===== src/rtl/tr_stepgen_if.sv =====
// tr_stepgen_if: ADC-sample inputs and stepper-driver outputs of tr_stepgen
interface tr_stepgen_if #(
  parameter int IN_W  = 12,
  parameter int POS_W = 24
);
  logic data_valid;
  logic enable;
  logic [IN_W-1:0] x;
  logic [IN_W-1:0] x0;
  logic [IN_W-1:0] dx_near;
  logic [IN_W-1:0] dx_far;
  logic drv_step;
  logic drv_dir;
  logic drv_enable;
  logic [POS_W-1:0] pos;
  logic [1:0] state;
  modport master (
    output data_valid, enable, x, x0, dx_near, dx_far,
    input  drv_step, drv_dir, drv_enable, pos, state
  );
  modport slave (
    input  data_valid, enable, x, x0, dx_near, dx_far,
    output drv_step, drv_dir, drv_enable, pos, state
  );
endinterface


===== src/rtl/tr_stepgen.sv =====
// tr_stepgen: tracking step generator driving step/dir/enable toward zero error with banded rates and hold hysteresis.
// Optional TR_ACCEL_EN: the step period ramps down from PER_NEAR by ACCEL_DEC per step.
module tr_stepgen #(
  parameter int IN_W      = 12,
  parameter int PER_W     = 17,
  parameter int PER_FAR   = 800,
  parameter int PER_MID   = 39600,
  parameter int PER_NEAR  = 80000,
  parameter int PULSE_W   = 50,
  parameter int DIR_SETUP = 100,
  parameter int HOLD_BAND = 0,
  parameter int DEADZONE  = 9,
  parameter int POS_W     = 24,
  parameter int ACCEL_DEC = 200
) (
  input logic clk,
  input logic rst_n,
  tr_stepgen_if.slave io
);
  typedef enum logic [1:0] {IDLE = 2'd0, TRACK = 2'd1, HOLD = 2'd2} state_t;
  localparam logic [PER_W-1:0] ONE = PER_W'(1);
  localparam logic [POS_W-1:0] POS_ONE = POS_W'(1);
  state_t st, st_d;
  logic dv_q, dir_req, step, dir, en;
  logic run, aligned, flip, start, step_d;
  logic [IN_W-1:0] err;
  logic [PER_W-1:0] cnt, cnt_d, per, per_new, sc, band;
  logic [POS_W-1:0] pos;

  if (PULSE_W >= PER_FAR || DEADZONE <= HOLD_BAND || DIR_SETUP < 1 || ACCEL_DEC < 0) begin : g_bad
    $error("tr_stepgen: inconsistent parameters");
  end

  always_comb begin
    st_d = st;
    if (!io.enable) st_d = IDLE;
    else if (st == IDLE) st_d = TRACK;
    else if (st == TRACK && err <= IN_W'(HOLD_BAND)) st_d = HOLD;
    else if (st == HOLD && err >= IN_W'(DEADZONE)) st_d = TRACK;
  end

  // A new pulse may only start at a period boundary, with the direction settled and its setup time spent
  always_comb begin
    band = err == '0 ? '0 : err >= io.dx_far ? PER_W'(PER_FAR) : err >= io.dx_near ? PER_W'(PER_MID) : PER_W'(PER_NEAR);
    run = st == TRACK && band != '0;
    aligned = dir == dir_req && sc == '0;
    flip = st == TRACK && !step && dir != dir_req;
    start = run && aligned && !step && (cnt == '0 || cnt == per - ONE);
    cnt_d = start ? '0 : (step || (run && aligned && cnt != '0)) ? cnt + ONE : '0;
    step_d = start || (step && cnt + ONE < PER_W'(PULSE_W));
  end

`ifdef TR_ACCEL_EN
  logic fresh;
  logic [PER_W-1:0] floor_p;
  always_comb begin
    floor_p = fresh ? PER_W'(PER_NEAR) : per > PER_W'(ACCEL_DEC) ? per - PER_W'(ACCEL_DEC) : '0;
    per_new = band > floor_p ? band : floor_p;
  end
  always_ff @(posedge clk or negedge rst_n)
    if (!rst_n) fresh <= 1'b1;
    else fresh <= st != TRACK || (fresh && !start);
`else
  assign per_new = band;
`endif

  always_ff @(posedge clk or negedge rst_n)
    if (!rst_n) st <= IDLE;
    else st <= st_d;

  always_ff @(posedge clk or negedge rst_n)
    if (!rst_n) begin
      dv_q <= 1'b0;
      err <= '0;
      dir_req <= 1'b0;
      cnt <= '0;
      per <= '0;
      sc <= '0;
      step <= 1'b0;
      dir <= 1'b0;
      en <= 1'b0;
      pos <= '0;
    end else begin
      dv_q <= io.data_valid;
      if (io.data_valid && !dv_q) begin
        err <= io.x > io.x0 ? io.x - io.x0 : io.x0 - io.x;
        dir_req <= io.x <= io.x0;
      end
      cnt <= cnt_d;
      step <= step_d;
      if (start) per <= per_new;
      sc <= flip ? PER_W'(DIR_SETUP - 1) : sc != '0 ? sc - ONE : '0;
      if (flip) dir <= dir_req;
      en <= st == TRACK || (step && en);
      if (start) pos <= dir ? pos + POS_ONE : pos - POS_ONE;
    end

  assign io.drv_step = step;
  assign io.drv_dir = dir;
  assign io.drv_enable = en;
  assign io.pos = pos;
  assign io.state = st;
endmodule


===== src/flat_wrapper.sv =====
// flat-port wrapper written by rule: the top's interface ports become plain ports
module tr_stepgen_flat 
#(
  parameter int IN_W      = 12,
  parameter int PER_W     = 17,
  parameter int PER_FAR   = 800,
  parameter int PER_MID   = 39600,
  parameter int PER_NEAR  = 80000,
  parameter int PULSE_W   = 50,
  parameter int DIR_SETUP = 100,
  parameter int HOLD_BAND = 0,
  parameter int DEADZONE  = 9,
  parameter int POS_W     = 24,
  parameter int ACCEL_DEC = 200
)
  (clk, rst_n, io_data_valid, io_enable, io_x, io_x0, io_dx_near, io_dx_far, io_drv_step, io_drv_dir, io_drv_enable, io_pos, io_state);
  tr_stepgen_if #(.IN_W(IN_W), .POS_W(POS_W)) io_i ();
  input logic clk;
  input logic rst_n;
  input wire logic [$bits(io_i.data_valid)-1:0] io_data_valid;
  input wire logic [$bits(io_i.enable)-1:0] io_enable;
  input wire logic [$bits(io_i.x)-1:0] io_x;
  input wire logic [$bits(io_i.x0)-1:0] io_x0;
  input wire logic [$bits(io_i.dx_near)-1:0] io_dx_near;
  input wire logic [$bits(io_i.dx_far)-1:0] io_dx_far;
  output wire logic [$bits(io_i.drv_step)-1:0] io_drv_step;
  output wire logic [$bits(io_i.drv_dir)-1:0] io_drv_dir;
  output wire logic [$bits(io_i.drv_enable)-1:0] io_drv_enable;
  output wire logic [$bits(io_i.pos)-1:0] io_pos;
  output wire logic [$bits(io_i.state)-1:0] io_state;
  assign io_i.data_valid = io_data_valid;
  assign io_i.enable = io_enable;
  assign io_i.x = io_x;
  assign io_i.x0 = io_x0;
  assign io_i.dx_near = io_dx_near;
  assign io_i.dx_far = io_dx_far;
  assign io_drv_step = io_i.drv_step;
  assign io_drv_dir = io_i.drv_dir;
  assign io_drv_enable = io_i.drv_enable;
  assign io_pos = io_i.pos;
  assign io_state = io_i.state;
  tr_stepgen #(.IN_W(IN_W), .PER_W(PER_W), .PER_FAR(PER_FAR), .PER_MID(PER_MID), .PER_NEAR(PER_NEAR), .PULSE_W(PULSE_W), .DIR_SETUP(DIR_SETUP), .HOLD_BAND(HOLD_BAND), .DEADZONE(DEADZONE), .POS_W(POS_W), .ACCEL_DEC(ACCEL_DEC)) u_core (.clk(clk), .rst_n(rst_n), .io(io_i));
endmodule

===== config.mk =====
export PLATFORM = sky130hd
export DESIGN_NAME = tr_stepgen_flat
export DESIGN_NICKNAME = d
export VERILOG_FILES = /design/src/rtl/tr_stepgen_if.sv /design/src/rtl/tr_stepgen.sv /design/src/flat_wrapper.sv
export SDC_FILE = /design/constraint.sdc
export NUM_CORES = 1
export LEC_CHECK = 0
export CAP_MARGIN = 20
export CORE_MARGIN = 3
export CORE_UTILIZATION = 45
export CTS_CLUSTER_DIAMETER = 80
export DETAILED_ROUTE_END_ITERATION = 7
export PLACE_DENSITY = 0.67
export SLEW_MARGIN = 40
export SYNTH_ARGS = -nofsm -noshare
export SYNTH_HDL_FRONTEND = slang
export SYNTH_SLANG_ARGS = --single-unit

===== constraint.sdc =====
create_clock -name clk -period 2.8 [get_ports clk]
set_input_delay 0.42 -clock clk [delete_from_list [all_inputs] [get_ports clk]]
set_output_delay 0.42 -clock clk [all_outputs]
set_load 0.01 [all_outputs]

# After elaboration in Yosys (flattened, before gate mapping)
# Cells that the tools add are included.
[totals]
regBits = 94
in_bits = 52
output_inout_bits = 29
[classes]
addsub = 7
n_lt_le_gt_ge = 7
eq_ne = 6
n_mux = 13
reduce_logical = 26
[ops]
columns = ["operator", "n"]
rows = [
  ["$mux 17", 7],
  ["$reduce_bool 17->1", 3],
  ["$logic_not 17->1", 2],
  ["$sub 17x1->17 const B", 2],
  ["$add 24x1->24 const B", 1],
  ["$ge 12x12->1", 2],
  ["$mux 24", 1],
  ["$sub 12x12->12", 2],
  ["$sub 24x1->24 const B", 1],
  ["$add 17x1->17 const B", 1],
  ["$eq 17x17->1", 1],
  ["$lt 17x6->1 const B", 1],
  ["$logic_and 1x1->1", 13],
  ["$ge 12x4->1 const B", 1],
  ["$gt 12x12->1", 1],
  ["$le 12x1->1 const B", 1],
  ["$le 12x12->1", 1],
  ["$logic_not 12->1", 1],
  ["$mux 12", 1],
  ["$mux 2", 4],
  ["$logic_or 1x1->1", 4],
  ["$ne 4x1->1 const B", 1],
  ["$eq 2x1->1 const B", 1],
  ["$eq 2x2->1 const B", 1],
  ["other kinds (4)", 5],
]

# Depth between registers and ports, before layout
[depth]
depth_word = 11
depth_mapped = 14

# Worst setup path after synthesis
# No wires, ideal clock.
[synth_timing]
path_kind = "reg2reg"
startpoint = "reg u_core.dir (netlist: u_core.io.drv_dir)"
endpoint = "reg u_core.pos[22] (netlist: u_core.io.pos[22])"
arrival_ps = 2930
required_time_ps = 2668
setup_slack_ps = -262
path_stages_with_launch = 12
synth_period_minus_slack_ps = 3062
cell_sequence = "dfrtp_1 inv_1 ha_1 a21o_1 a21oi_1 o21ai_0 o31ai_1 a31o_2 o21ai_0 a221oi_1 xor2_1 o21ai_1"
[synth_via]
elab_chain_cells = 5
elab_cells_between_ends = 6
classes_between = "eq/ne: 1; mux: 1; reduce/logical: 4"
[synth_rtl]
columns = ["element", "line_no", "rtl"]
rows = [
  ["from (decl)", "tr_stepgen.sv:24", "logic dv_q, dir_req, step, dir, en;"],
  ["from (signal assigned)", "tr_stepgen.sv:93", "if (flip) dir <= dir_req;"],
  ["$eq 1x1->1", "tr_stepgen.sv:46", "aligned = dir == dir_req && sc == '0;"],
  ["$logic_and 1x1->1", "tr_stepgen.sv:46", ""],
  ["$logic_and 1x1->1 (3 in series)", "tr_stepgen.sv:48", "start = run && aligned && !step && (cnt == '0 || cnt == per - ONE);"],
  ["to (signal assigned)", "tr_stepgen.sv:95", "if (start) pos <= dir ? pos + POS_ONE : pos - POS_ONE;"],
  ["to (decl)", "tr_stepgen.sv:28", "logic [POS_W-1:0] pos;"],
]
# Parallel ways exist; a longest one is shown, timed or not.
# A chain may end at the register's enable or synchronous reset.

# Worst setup path in the final report
[layout_timing]
startpoint = "reg u_core.sc[1]"
endpoint = "reg u_core.pos[2] (netlist: u_core.io.pos[2])"
[layout_via]
elab_chain_cells = 5
[layout_rtl]
columns = ["element", "line_no", "rtl"]
rows = [
  ["from (decl)", "tr_stepgen.sv:27", "logic [PER_W-1:0] cnt, cnt_d, per, per_new, sc, band;"],
  ["from (signal assigned)", "tr_stepgen.sv:92", "sc <= flip ? PER_W'(DIR_SETUP - 1) : sc != '0 ? sc - ONE : '0;"],
  ["$logic_not 17->1", "tr_stepgen.sv:46", ""],
  ["$logic_and 1x1->1", "tr_stepgen.sv:46", ""],
  ["$logic_and 1x1->1 (3 in series)", "tr_stepgen.sv:48", ""],
]
# No other way between the ends.

==> reports/results.ini <==
[place]
gp_congestion = 0.887
portBuffers = 80
dp_hpwl_um = 12600
pre_cts_ws_ns = -0.479

[setup_path]
critPathCaptureType = register
cp_data_required_time_ns = 3.03
critPathSlowestCell = sky130_fd_sc_hd__or4b_4
reg2reg_from = u_core.sc[1]
worst-r2r-cell-count = 11
reg2reg_slack_ns = -0.26
timing.critical_path.fanout_max = 6
critical_path.cell_chain = inv_2, ha_4, or4b_4, or3_4, or4_4, nor2_4, nand3_2, nor3_4, nand2_4, buf_12, mux2_4
criticalPathCategory = register to register
worstPathArrival_ns = 3.29
critical_path.top_delay_family = simple AND/OR/NAND/NOR gates
wp_buf_inv = 2
max_stage_delay_ns = 0.47
critical_path.reg2reg.endpoint = u_core.io.pos[2]
worstSetupStartpointType = register

[timing]
hold_viol = 0
final.setup_skew_ns = 0.00798
min_period_over_period_pct = 109
post-route-min-period_ns = 3.06
worst_slack_ns = -0.257
rsz0062_at_grt = yes
fmaxAchievable_ghz = 0.327
maxSlewHeadroom_pct = 50.3
tns_ns = -6.72
holdWs_ns = 0.133
setup_violations = 42
final-max-slew-violation-count = 0
worstMarginPinSlew_ns = 0.745

[global_route]
via_count_of_the_first_global_routing_pass = 6117
grt_max_degree = 57
grt_first_pass_wirelength_um = 27900
grtUsageTotal_pct = 21.1
globalRouteOverflowTotal = 0
grt_antenna_before_repair = 0

[power_and_ir_drop]
max-vdd-ir-drop_mv = 0.352
swShare_pct = 36.6
switchingPower_mw = 2.26
comb_power_share_pct = 52.8
p_seq_share_pct = 25.9
pwr_density_cell_nw_per_um2 = 666
static-leakage-power_nw = 4.39
power.internal_mw = 3.92
clock_power_share_pct = 21.3

[clocking]
cts_tree = yes
clkSinkCount = 82
clock_root_buffer_master = sky130_fd_sc_hd__clkbuf_16
clock_latency_ns = 0.35
clock_tree.htree_level_count = 3
cts_buffers = 9
cts-hold-fix-buffers = 0
clock_tree_buffer_depth = 2
cts.reportedPaths.clkPinSlew_ns = 0.06

[logic_synthesis]
dominantRegCellSynth = sky130_fd_sc_hd__dfrtp_1
postSynth.asyncResetShare_pct = 100
synthCells = 744
synth-seq-cells = 82
syn-num-nets = 873
synth_edf_count = 0
netlist-cell-type-count = 66
syn-cell-area_um2 = 6460
seq_area_frac_synth_pct = 31.8
yosys_warn_count = 0
average_size_of_a_mapped_cell_um2 = 8.68

[floorplanning]
dieArea_um2 = 15800
die_h_um = 126
io-pin-count = 81
fp.dieW_um = 126
starting_density_of_the_core_pct = 46.3
core_region_area_um2 = 13900
num_rows = 43

[finish]
diodes = 0
net_count_final = 1066
finalCoreUtilization_pct = 66.7
fraction_of_final_layout_cells_with_drive_strength_greater_than_1_pct = 25.2
flow.area_growth_from_synthesis_pct = 43.9
fill_cells = 1105

[outcome]
failed_checks = negative setup slack
run_status = finished with violations

[job]
max_cap_viol_count = 0

[detailed_routing]
vias_per_cell = 5.36
detailroute.via_count = 6015
detail_route.wl_per_cell_um = 15.1
tritonroute_pass_1_iters = 5
antenna_left = 0
drt_drc_violations_left = 0
drtIter0Drc = 279
route.final.wire_length_um = 17000

[min_path]
worst_hold_path_type = primary input to async pin

power groups by stage:
stage          sequential (mW)  clock [mW]  combinational [mW]
2_1_floorplan             1.60           0                1.73
3_3_place_gp              1.59           0                2.87
3_5_place_dp              1.60           0                2.97
4_1_cts                   1.58        1.35                3.05
5_1_grt                   1.63        1.39                3.63
6_report                  1.60        1.32                3.27
cells by family after synthesis:
logic type	synth area share [%]
adders and majority gates	15.3
and+or+nand+nor	17.1
buffers and inverters	5.66
DFF	31.8
AOI/OAI and AO/OA	18.0
muxes	2.19
xor gates and xnor gates	10.0
flip-flops by register name, indices dropped and copies added, names as in the netlist:
register              flops
u_core.io.state           2
u_core.err               12
u_core.io.drv_step        1
u_core.dir_req            1
u_core.io.drv_enable      1
u_core.io.drv_dir         1
u_core.io.pos            24
u_core.dv_q               1
u_core.cnt               17
u_core.sc                17
u_core.per                5
through the flow:
step                instance area (um2)  total power, mW  std cells
floorplan                          6490             3.33        744
global placement                   8270             4.46       1088
detailed placement                 8270             4.57       1088
CTS                                8750             5.97       1111
global route                       9290             6.65       1122
finish                             9290             6.19       1122
repair_timing:
item                                    in CTS  in global routing
gates resized for setup                     17                104
pin swaps                                    4                 34
setup buffers                                5                  8
gates cloned                                 2                  4
hold endpoints to repair                     0                  0
endpoints found under the setup margin      57                 58
final cells by class:
type | instances | area (um2) | area share (%)
Sequential cell | 82 | 2050 | 22.1
Multi-Input combinational cell | 571 | 4460 | 48.0
Clock inverter | 4 | 73.8 | 0.795
Inverter | 68 | 259 | 2.79
Tap cell | 180 | 225 | 2.42
Timing Repair Buffer | 205 | 1960 | 21.1
Clock buffer | 12 | 256 | 2.76
synthesized netlist by cell type, types with 3 or more instances:
| library cell | n | share of area [%] |
|---|---|---|
| sky130_fd_sc_hd__o21bai_1 | 4 | 0.47 |
| sky130_fd_sc_hd__o21ai_1 | 18 | 1.4 |
| sky130_fd_sc_hd__and2_1 | 3 | 0.29 |
| sky130_fd_sc_hd__a21o_1 | 21 | 2.4 |
| sky130_fd_sc_hd__nor4_1 | 7 | 0.68 |
| sky130_fd_sc_hd__xor2_1 | 25 | 3.4 |
| sky130_fd_sc_hd__o21a_1 | 6 | 0.70 |
| sky130_fd_sc_hd__o211ai_1 | 3 | 0.35 |
| sky130_fd_sc_hd__xnor2_1 | 47 | 6.4 |
| sky130_fd_sc_hd__nor2b_1 | 9 | 0.87 |
| sky130_fd_sc_hd__or4_1 | 4 | 0.47 |
| sky130_fd_sc_hd__a21boi_0 | 3 | 0.35 |
| sky130_fd_sc_hd__inv_1 | 68 | 4.0 |
| sky130_fd_sc_hd__ha_1 | 74 | 14 |
| sky130_fd_sc_hd__nor2_1 | 48 | 2.8 |
| sky130_fd_sc_hd__clkbuf_1 | 19 | 1.1 |
| sky130_fd_sc_hd__mux2_4 | 4 | 0.93 |
| sky130_fd_sc_hd__nor3_1 | 22 | 1.7 |
| sky130_fd_sc_hd__mux2i_1 | 7 | 1.1 |
| sky130_fd_sc_hd__nand4_1 | 11 | 1.1 |
| sky130_fd_sc_hd__dfrtp_1 | 82 | 32 |
| sky130_fd_sc_hd__and3_1 | 4 | 0.39 |
| sky130_fd_sc_hd__nand2b_1 | 8 | 0.78 |
| sky130_fd_sc_hd__fa_1 | 3 | 0.93 |
| sky130_fd_sc_hd__buf_6 | 3 | 0.52 |
| sky130_fd_sc_hd__a21oi_1 | 48 | 3.7 |
| sky130_fd_sc_hd__o31ai_1 | 3 | 0.35 |
| sky130_fd_sc_hd__or3_1 | 4 | 0.39 |
| sky130_fd_sc_hd__or2_2 | 3 | 0.29 |
| sky130_fd_sc_hd__nand3b_1 | 3 | 0.35 |
| sky130_fd_sc_hd__o311ai_0 | 3 | 0.41 |
| sky130_fd_sc_hd__nand2_1 | 66 | 3.8 |
| sky130_fd_sc_hd__nand3_1 | 14 | 1.1 |
| sky130_fd_sc_hd__a22oi_1 | 3 | 0.35 |
| sky130_fd_sc_hd__and4_1 | 3 | 0.41 |
| sky130_fd_sc_hd__o21ai_0 | 45 | 3.5 |
| sky130_fd_sc_hd__a31oi_1 | 9 | 0.87 |
worst reg2reg max path: cells and delay by family, from the launching register on:
kind	cells	cell delay [ns]
buffers and inverters	2	0.25
multiplexers	1	0.29
adder cells (fa/ha/maj)	1	0.13
flip-flops	1	0.38
AND/OR/NAND/NOR	7	1.89
routing by layer:
metal	share of wire (%)	wire (um)	global-route usage (%)	up-vias
met5	0	0	0	-
met4	2.4	413	8.52	0
met3	3.1	530	3.05	35
met2	50	8470	36.1	117
met1	44	7540	26.8	2868
li1	-	-	-	2995
cell usage in the layout (no fill, tap or decap), types with 19 or more instances in the layout:
master                            count
sky130_fd_sc_hd__nor2_1              31
sky130_fd_sc_hd__a21oi_1             40
sky130_fd_sc_hd__a21o_1              21
sky130_fd_sc_hd__clkdlybuf4s50_1     76
sky130_fd_sc_hd__buf_4              108
sky130_fd_sc_hd__ha_1                71
sky130_fd_sc_hd__inv_1               64
sky130_fd_sc_hd__xnor2_1             47
sky130_fd_sc_hd__nand2_1             50
sky130_fd_sc_hd__nor3_1              21
sky130_fd_sc_hd__xor2_1              25
sky130_fd_sc_hd__nor2_4              19
sky130_fd_sc_hd__o21ai_0             35
sky130_fd_sc_hd__dfrtp_1             81
how the worst max path moves through the flow:
| stage | start | endpoint | slack (ns) | cells past startpoint |
|---|---|---|---|---|
| floorplan | u_core.io.drv_dir | u_core.io.pos[23] | -0.14 | 11 |
| global placement | io_x[0] | u_core.err[9] | -0.36 | 14 |
| detailed placement | io_x[0] | u_core.err[7] | -0.48 | 13 |
| CTS | u_core.sc[0] | u_core.io.pos[2] | -0.23 | 11 |
| global route | u_core.sc[0] | u_core.io.pos[17] | -0.34 | 11 |
| finish | u_core.sc[1] | u_core.io.pos[2] | -0.26 | 11 |
(Power assumes the default switching activity.)
